`src/rtl/mult_lut_sequencer.sv`:
```
// Multi-cycle unsigned WIDTH x WIDTH multiplier that time-shares one external
// combinational 4x4 LUT multiplier, accumulating shifted digit-pair products.
module mult_lut_sequencer #(
   parameter int WIDTH = 8
) (
   input  logic               clk,
   input  logic               reset,
   input  logic               io_in_valid,
   output logic               io_in_ready,
   input  logic [WIDTH-1:0]   io_in_lhs,
   input  logic [WIDTH-1:0]   io_in_rhs,
   output logic               io_out_valid,
   input  logic               io_out_ready,
   output logic [2*WIDTH-1:0] io_out_data,
   output logic [3:0]         io_lut_lhs,
   output logic [3:0]         io_lut_rhs,
   input  logic [7:0]         io_lut_out,
   output logic               io_busy
);

   localparam int N  = WIDTH / 4;
   localparam int IW = (N > 1) ? $clog2(N) : 1;
   localparam int AW = 2 * WIDTH;

   typedef enum logic [1:0] {
      IDLE = 2'b00,
      RUN  = 2'b01,
      DONE = 2'b10
   } state_e;

   state_e            state_q, state_d;
   logic [WIDTH-1:0]  lhs_q, lhs_d, rhs_q, rhs_d;
   logic [AW-1:0]     acc_q, acc_d, out_data_q, out_data_d;
   logic [IW-1:0]     i_q, i_d, j_q, j_d;
   logic              out_valid_q, out_valid_d;
   logic [AW-1:0]     pp_ext, acc_sum;

   // LUT address is quiescent (zero) outside RUN.
   always_comb begin
      io_lut_lhs = '0;
      io_lut_rhs = '0;
      if (state_q == RUN) begin
         io_lut_lhs = lhs_q[4*i_q +: 4];
         io_lut_rhs = rhs_q[4*j_q +: 4];
      end
   end

   always_comb begin
      pp_ext  = AW'(io_lut_out);
      acc_sum = acc_q + (pp_ext << (4 * (int'(i_q) + int'(j_q))));
   end

   always_comb begin
      state_d     = state_q;
      lhs_d       = lhs_q;
      rhs_d       = rhs_q;
      acc_d       = acc_q;
      i_d         = i_q;
      j_d         = j_q;
      out_data_d  = out_data_q;
      out_valid_d = out_valid_q;
      case (state_q)
         IDLE: begin
            if (io_in_valid) begin
               lhs_d   = io_in_lhs;
               rhs_d   = io_in_rhs;
               acc_d   = '0;
               i_d     = '0;
               j_d     = '0;
               state_d = RUN;
            end
         end
         RUN: begin
            acc_d = acc_sum;
            if (j_q == IW'(N - 1)) begin
               j_d = '0;
               if (i_q == IW'(N - 1)) begin
                  // Last pair: the product is final this cycle.
                  i_d         = '0;
                  out_data_d  = acc_sum;
                  out_valid_d = 1'b1;
                  state_d     = DONE;
               end else begin
                  i_d = i_q + 1'b1;
               end
            end else begin
               j_d = j_q + 1'b1;
            end
         end
         DONE: begin
            if (io_out_ready) begin
               out_valid_d = 1'b0;
               state_d     = IDLE;
            end
         end
         default: begin
            out_valid_d = 1'b0;
            state_d     = IDLE;
         end
      endcase
   end

   always_ff @(posedge clk) begin
      if (reset) begin
         state_q     <= IDLE;
         lhs_q       <= '0;
         rhs_q       <= '0;
         acc_q       <= '0;
         i_q         <= '0;
         j_q         <= '0;
         out_data_q  <= '0;
         out_valid_q <= 1'b0;
      end else begin
         state_q     <= state_d;
         lhs_q       <= lhs_d;
         rhs_q       <= rhs_d;
         acc_q       <= acc_d;
         i_q         <= i_d;
         j_q         <= j_d;
         out_data_q  <= out_data_d;
         out_valid_q <= out_valid_d;
      end
   end

   assign io_in_ready  = (state_q == IDLE);
   assign io_busy      = (state_q == RUN) || (state_q == DONE);
   assign io_out_valid = out_valid_q;
   assign io_out_data  = out_data_q;

endmodule
```
`config.mk`:
```
export PLATFORM = sky130hd
export DESIGN_NAME = mult_lut_sequencer
export DESIGN_NICKNAME = d
export VERILOG_FILES = /design/src/rtl/mult_lut_sequencer.sv
export SDC_FILE = /design/constraint.sdc
export NUM_CORES = 1
export LEC_CHECK = 0
export CAP_MARGIN = 20
export CORE_MARGIN = 2
export CORE_UTILIZATION = 52
export CTS_CLUSTER_SIZE = 24
export DETAILED_ROUTE_END_ITERATION = 7
export PLACE_DENSITY_LB_ADDON = 0.25
export SLEW_MARGIN = 20
export SYNTH_ARGS = -nofsm -noshare
export SYNTH_HDL_FRONTEND = slang
export SYNTH_SLANG_ARGS = --single-unit
```
`constraint.sdc`:
```
create_clock -name clk -period 3.7 [get_ports clk]
set_clock_uncertainty 0.2 [all_clocks]
set_input_delay 0.555 -clock clk [delete_from_list [all_inputs] [get_ports clk]]
set_output_delay 0.555 -clock clk [all_outputs]
set_load 0.03 [all_outputs]
```
Word level (Yosys, flattened, before mapping)
Index checks and enable logic that the tools add are counted.

cells by class
  add/subtract/negate cells = 4
  muxes and demuxes = 19
  shift operators = 3
  eq/ne operators = 6
  reduce and logical (&&, ||, !) cells = 9
  bitwise gates (word level) = 1

operator list
  operator               number
  $pmux W16 S2           1
  $add A16 B16 Y16       1
  $mux W16               1
  $shiftx A8 B4 Y4       2
  $shl A8 B4 Y16         1
  $mux W2                4
  $mux W4                2
  $ne A2 B2 Y1 const B   4
  $reduce_and A4 Y1      2
  $mux W1                7
  $pmux W2 S3            1
  $reduce_and A3 Y1      2
  $pmux W1 S2            2
  $reduce_and A2 Y1      2
  $pmux W1 S3            1
  $add A1 B1 Y1 const B  2
  $add A1 B1 Y2          1
  $eq A2 B1 Y1 const B   1
  $eq A2 B2 Y1 const B   1
  $logic_not A2 Y1       1
  $reduce_bool A2 Y1     1
  $logic_or A1 B1 Y1     1
  $not A1 Y1             1

storage, ports and cells
  input bits = 28
  register bits after elaboration = 53

Longest topological paths before layout
  word-level depth = 4
  mapped depth = 12
  depth with buffers taken out = 11

Least setup slack after synthesis
No wires, ideal clock.

  path type = register to register
  start = register i_q
  end = register acc_q[15]
  data required time = 3.383 ns
  library setup time = 0.117 ns
  slack = 0.745 ns
  data arrival time = 2.638 ns
  buffers on the path = 1
  cell stages (with the launch flop) = 12
  cell sequence = dfxtp_1 -> ha_1 -> clkbuf_1 -> nor2b_1 -> a22o_1 -> ha_1 -> and3_1 -> and2_1 -> a221o_1 -> a31o_1 -> xnor2_1 -> a22o_1

between the ends
  longest elaborated chain between the ends = 4

RTL lines
  element                 RTL line  RTL
  start, declared         34        logic [IW-1:0] i_q, i_d, j_q, j_d;
  start signal, assigned  118       i_q <= i_d;
  $add A1 B1 Y2           50        acc_sum = acc_q + (pp_ext << (4 * (int'(i_q) + int'(j_q))));
  $shl A8 B4 Y16          50
  $add A16 B16 Y16        50
  $pmux W16 S2            62        case (state_q)
  end signal, assigned    108       acc_q <= '0;
  end signal, assigned    117       acc_q <= acc_d;
  end, declared           33        logic [AW-1:0] acc_q, acc_d, out_data_q, out_data_d;

No other way between the ends.
A chain may end at the register's enable or synchronous reset.

Worst setup path after layout
Same ends and word-level chain as after synthesis.

==> impl_metrics.env <==
export IMPL_place_area_um2=3550
export IMPL_cts_sinks=53
export IMPL_nets=456
export IMPL_async_reset_ff_frac=0
export IMPL_power_density_nw_per_um2=366
export IMPL_grt_pass1_vias=2475
export IMPL_design_area_um2=3640
export IMPL_vias=2635
export IMPL_ys_types=50
export IMPL_num_rows=27
export IMPL_slew_headroom=0.534
export IMPL_cts_htree_levels=2
export IMPL_cts_tree="built"
export IMPL_synth_nets=407
export IMPL_cap_violations=0
export IMPL_dr_pass1_iters=4
export IMPL_fmax_ghz=0.292
export IMPL_setup_viol=0
export IMPL_overflow=0
export IMPL_synth_seq_cells=53
export IMPL_hold_viol=0
export IMPL_core_area_um2=5510
export IMPL_synth_ff_type="dfxtp_1"
export IMPL_tightest_slew_ns=0.697
export IMPL_routed_wl_um=6820
export IMPL_leakage_nw=1.40
export IMPL_globalplace_congestion=0.857
export IMPL_portBuffers=54
export IMPL_cts_buffers=5
export IMPL_crit_fanout=9
export IMPL_die_y_um=79.3
export IMPL_clk_pin_slew_worst_paths_ns=0.11
export IMPL_min_period_ns=3.42
export IMPL_utilization=0.661
export IMPL_vdd_drop_max_mv=0.321
export IMPL_drc=0
export IMPL_fin_crit_sh=0.925
export IMPL_grt_first_pass_wirelength_um=11200
export IMPL_status="finished clean"
export IMPL_syn_inst=359
export IMPL_arrival_ns=3.42
export IMPL_drive_above_1_share=0.0538
export IMPL_antenna_cells=0
export IMPL_ios=55
export IMPL_clk_insertion_delay_late_ns=0.31
export IMPL_end_kind="flip-flop"
export IMPL_final_antenna_net_count=0
export IMPL_rsz0062_at_grt="no"
export IMPL_wire_per_inst_um=14.2
export IMPL_start_kind="flip-flop"
export IMPL_ys_warn_count=0
export IMPL_fp_dieW_um=79.3
export IMPL_critPathKind="flip-flop to flip-flop"
export IMPL_synth_seq_area_share=0.360
export IMPL_post_cts_buffers=0
export IMPL_min_path_type="flip-flop to flip-flop"
export IMPL_syn_cell_area_um2=2950
export IMPL_routed_via_density=5.48
export IMPL_grt_antenna_before_repair=0
export IMPL_slew_violations=0
export IMPL_grt_max_degree=20
export IMPL_synth_edf_count=0
export IMPL_die_area_um2=6290
export IMPL_start_util=0.536
export IMPL_syn_area_per_cell_um2=8.22
export IMPL_root_buffer="clkbuf_8"
export IMPL_tns_ns=0
export IMPL_cts_buffer_depth=2
export IMPL_required_ns=3.69
export IMPL_drt_iter0_drc=69
export IMPL_grt_usage=0.222
export IMPL_hpwl_um=5130
export IMPL_holdBufCountCts=0
export IMPL_holdWs_ns=0.252
export IMPL_cts_resized=0
export IMPL_area_growth_pct=23.3
==> synthesized netlist by cell type (2+ instances only) <==
cell      number  area (um2)
o31ai_1        3        22.5
nor3_1         2        10.0
inv_1         11        41.3
clkbuf_1      15        56.3
xnor2_1        9        78.8
a31o_1         2        17.5
a22o_1        10        87.6
a21oi_2        2        17.5
dfxtp_1       53        1060
nor2_1        29         109
a31oi_1        4        25.0
nor2b_1       16         100
a22oi_1        5        37.5
and2_1         8        50.1
o21ai_0        5        25.0
mux2i_1       13         130
o211ai_1       2        15.0
a21o_1         3        22.5
o21ai_1        9        45.0
xor2_1         3        26.3
buf_2          2        10.0
ha_1          19         238
nand2_1       62         233
a21oi_1       39         195
nand2b_1       4        25.0
nand3b_1       2        15.0
o21a_1         2        15.0
nand3_1        3        15.0
==> area by class of cell <==
type                       count  area [um2]
timing repair buffer          60         586
clock inverter                 3        21.3
fill                         470        1870
multi-input combinational    277        1770
sequential                    53        1060
tap                           72        90.1
clock buffer                   5        68.8
inverter                      11        41.3
==> per-stage QoR <==
| stage | instances | setup WS, ns | total power, W |
|---|---|---|---|
| 6_report | 481 | 0.276 | 0.00133 |
| 3_5_place_dp | 473 | 0.345 | 0.00100 |
| 4_1_cts | 481 | 0.301 | 0.00133 |
| 3_3_place_gp | 473 | 0.421 | 0.000998 |
| 2_1_floorplan | 359 | 0.745 | 0.000893 |
| 5_1_grt | 481 | 0.0180 | 0.00140 |
==> worst max-delay path, cell delays in order (launching register included) <==
cell and delay, ns:
dfxtp_1 0.58, ha_1 0.41, nor2b_1 0.22, a22o_1 0.20, ha_1 0.39, and3_1 0.25
and2_1 0.17, a221o_1 0.31, a31o_1 0.19, xnor2_1 0.15, a22o_1 0.24
==> flip-flops by register name (all words and copies together) (netlist names) <==
| name | cells |
|---|---|
| acc_q | 16 |
| io_out_data | 16 |
| lhs_q | 8 |
| rhs_q | 8 |
| state_q | 2 |
| i_q | 1 |
| io_out_valid | 1 |
| j_q | 1 |
==> where the power goes <==
part	leakage [nW]	switching, W	total [W]	internal, W
Combinational	0.922	0.000221	0.000376	0.000155
Clock	0.0445	0.000201	0.000336	0.000135
Sequential	0.430	0.0000174	0.000619	0.000601
==> layer usage <==
metal / global-route usage / share of wire / vias to the layer above
met5: 0 / 0 / -
met4: 0.0466 / 0.0072 / 0
met3: 0.0364 / 0.038 / 6
met2: 0.382 / 0.49 / 51
met1: 0.292 / 0.47 / 1234
li1: - / - / 1344
==> layout by cell type (no fill, tap or decap), types with 5 or more instances in the layout <==
cell type	synthesis	final
clkbuf_8	0	5
nor2b_1	16	16
buf_4	0	6
clkdlybuf4s50_1	0	54
o21ai_1	9	9
ha_1	19	19
dfxtp_1	53	53
a22oi_1	5	5
mux2i_1	13	13
a21oi_1	39	39
and2_1	8	8
nor2_1	29	29
o21ai_0	5	5
inv_1	11	11
xnor2_1	9	9
nand2_1	62	62
a22o_1	10	10
==> logic make-up after synthesis <==
| logic type | count (synthesis) | synth area share |
|---|---|---|
| compound gates | 99 | 0.222 |
| xor+xnor | 13 | 0.0450 |
| fa+ha+maj | 20 | 0.0874 |
| buf+inv | 29 | 0.0403 |
| flops | 53 | 0.360 |
| mux | 13 | 0.0441 |
| simple gates | 132 | 0.202 |
==> worst paths after layout <==
check | from | to | slack (ns) | cells past startpoint
setup reg to reg | i_q | acc_q[15] | 0.28 | 10
setup / recovery | i_q | acc_q[15] | 0.28 | 10
hold reg to reg | io_out_data[10] | io_out_data[10] | 0.25 | 2
hold / removal | io_out_data[10] | io_out_data[10] | 0.25 | 2
No activity file was read; power rests on OpenSTA's default activity.
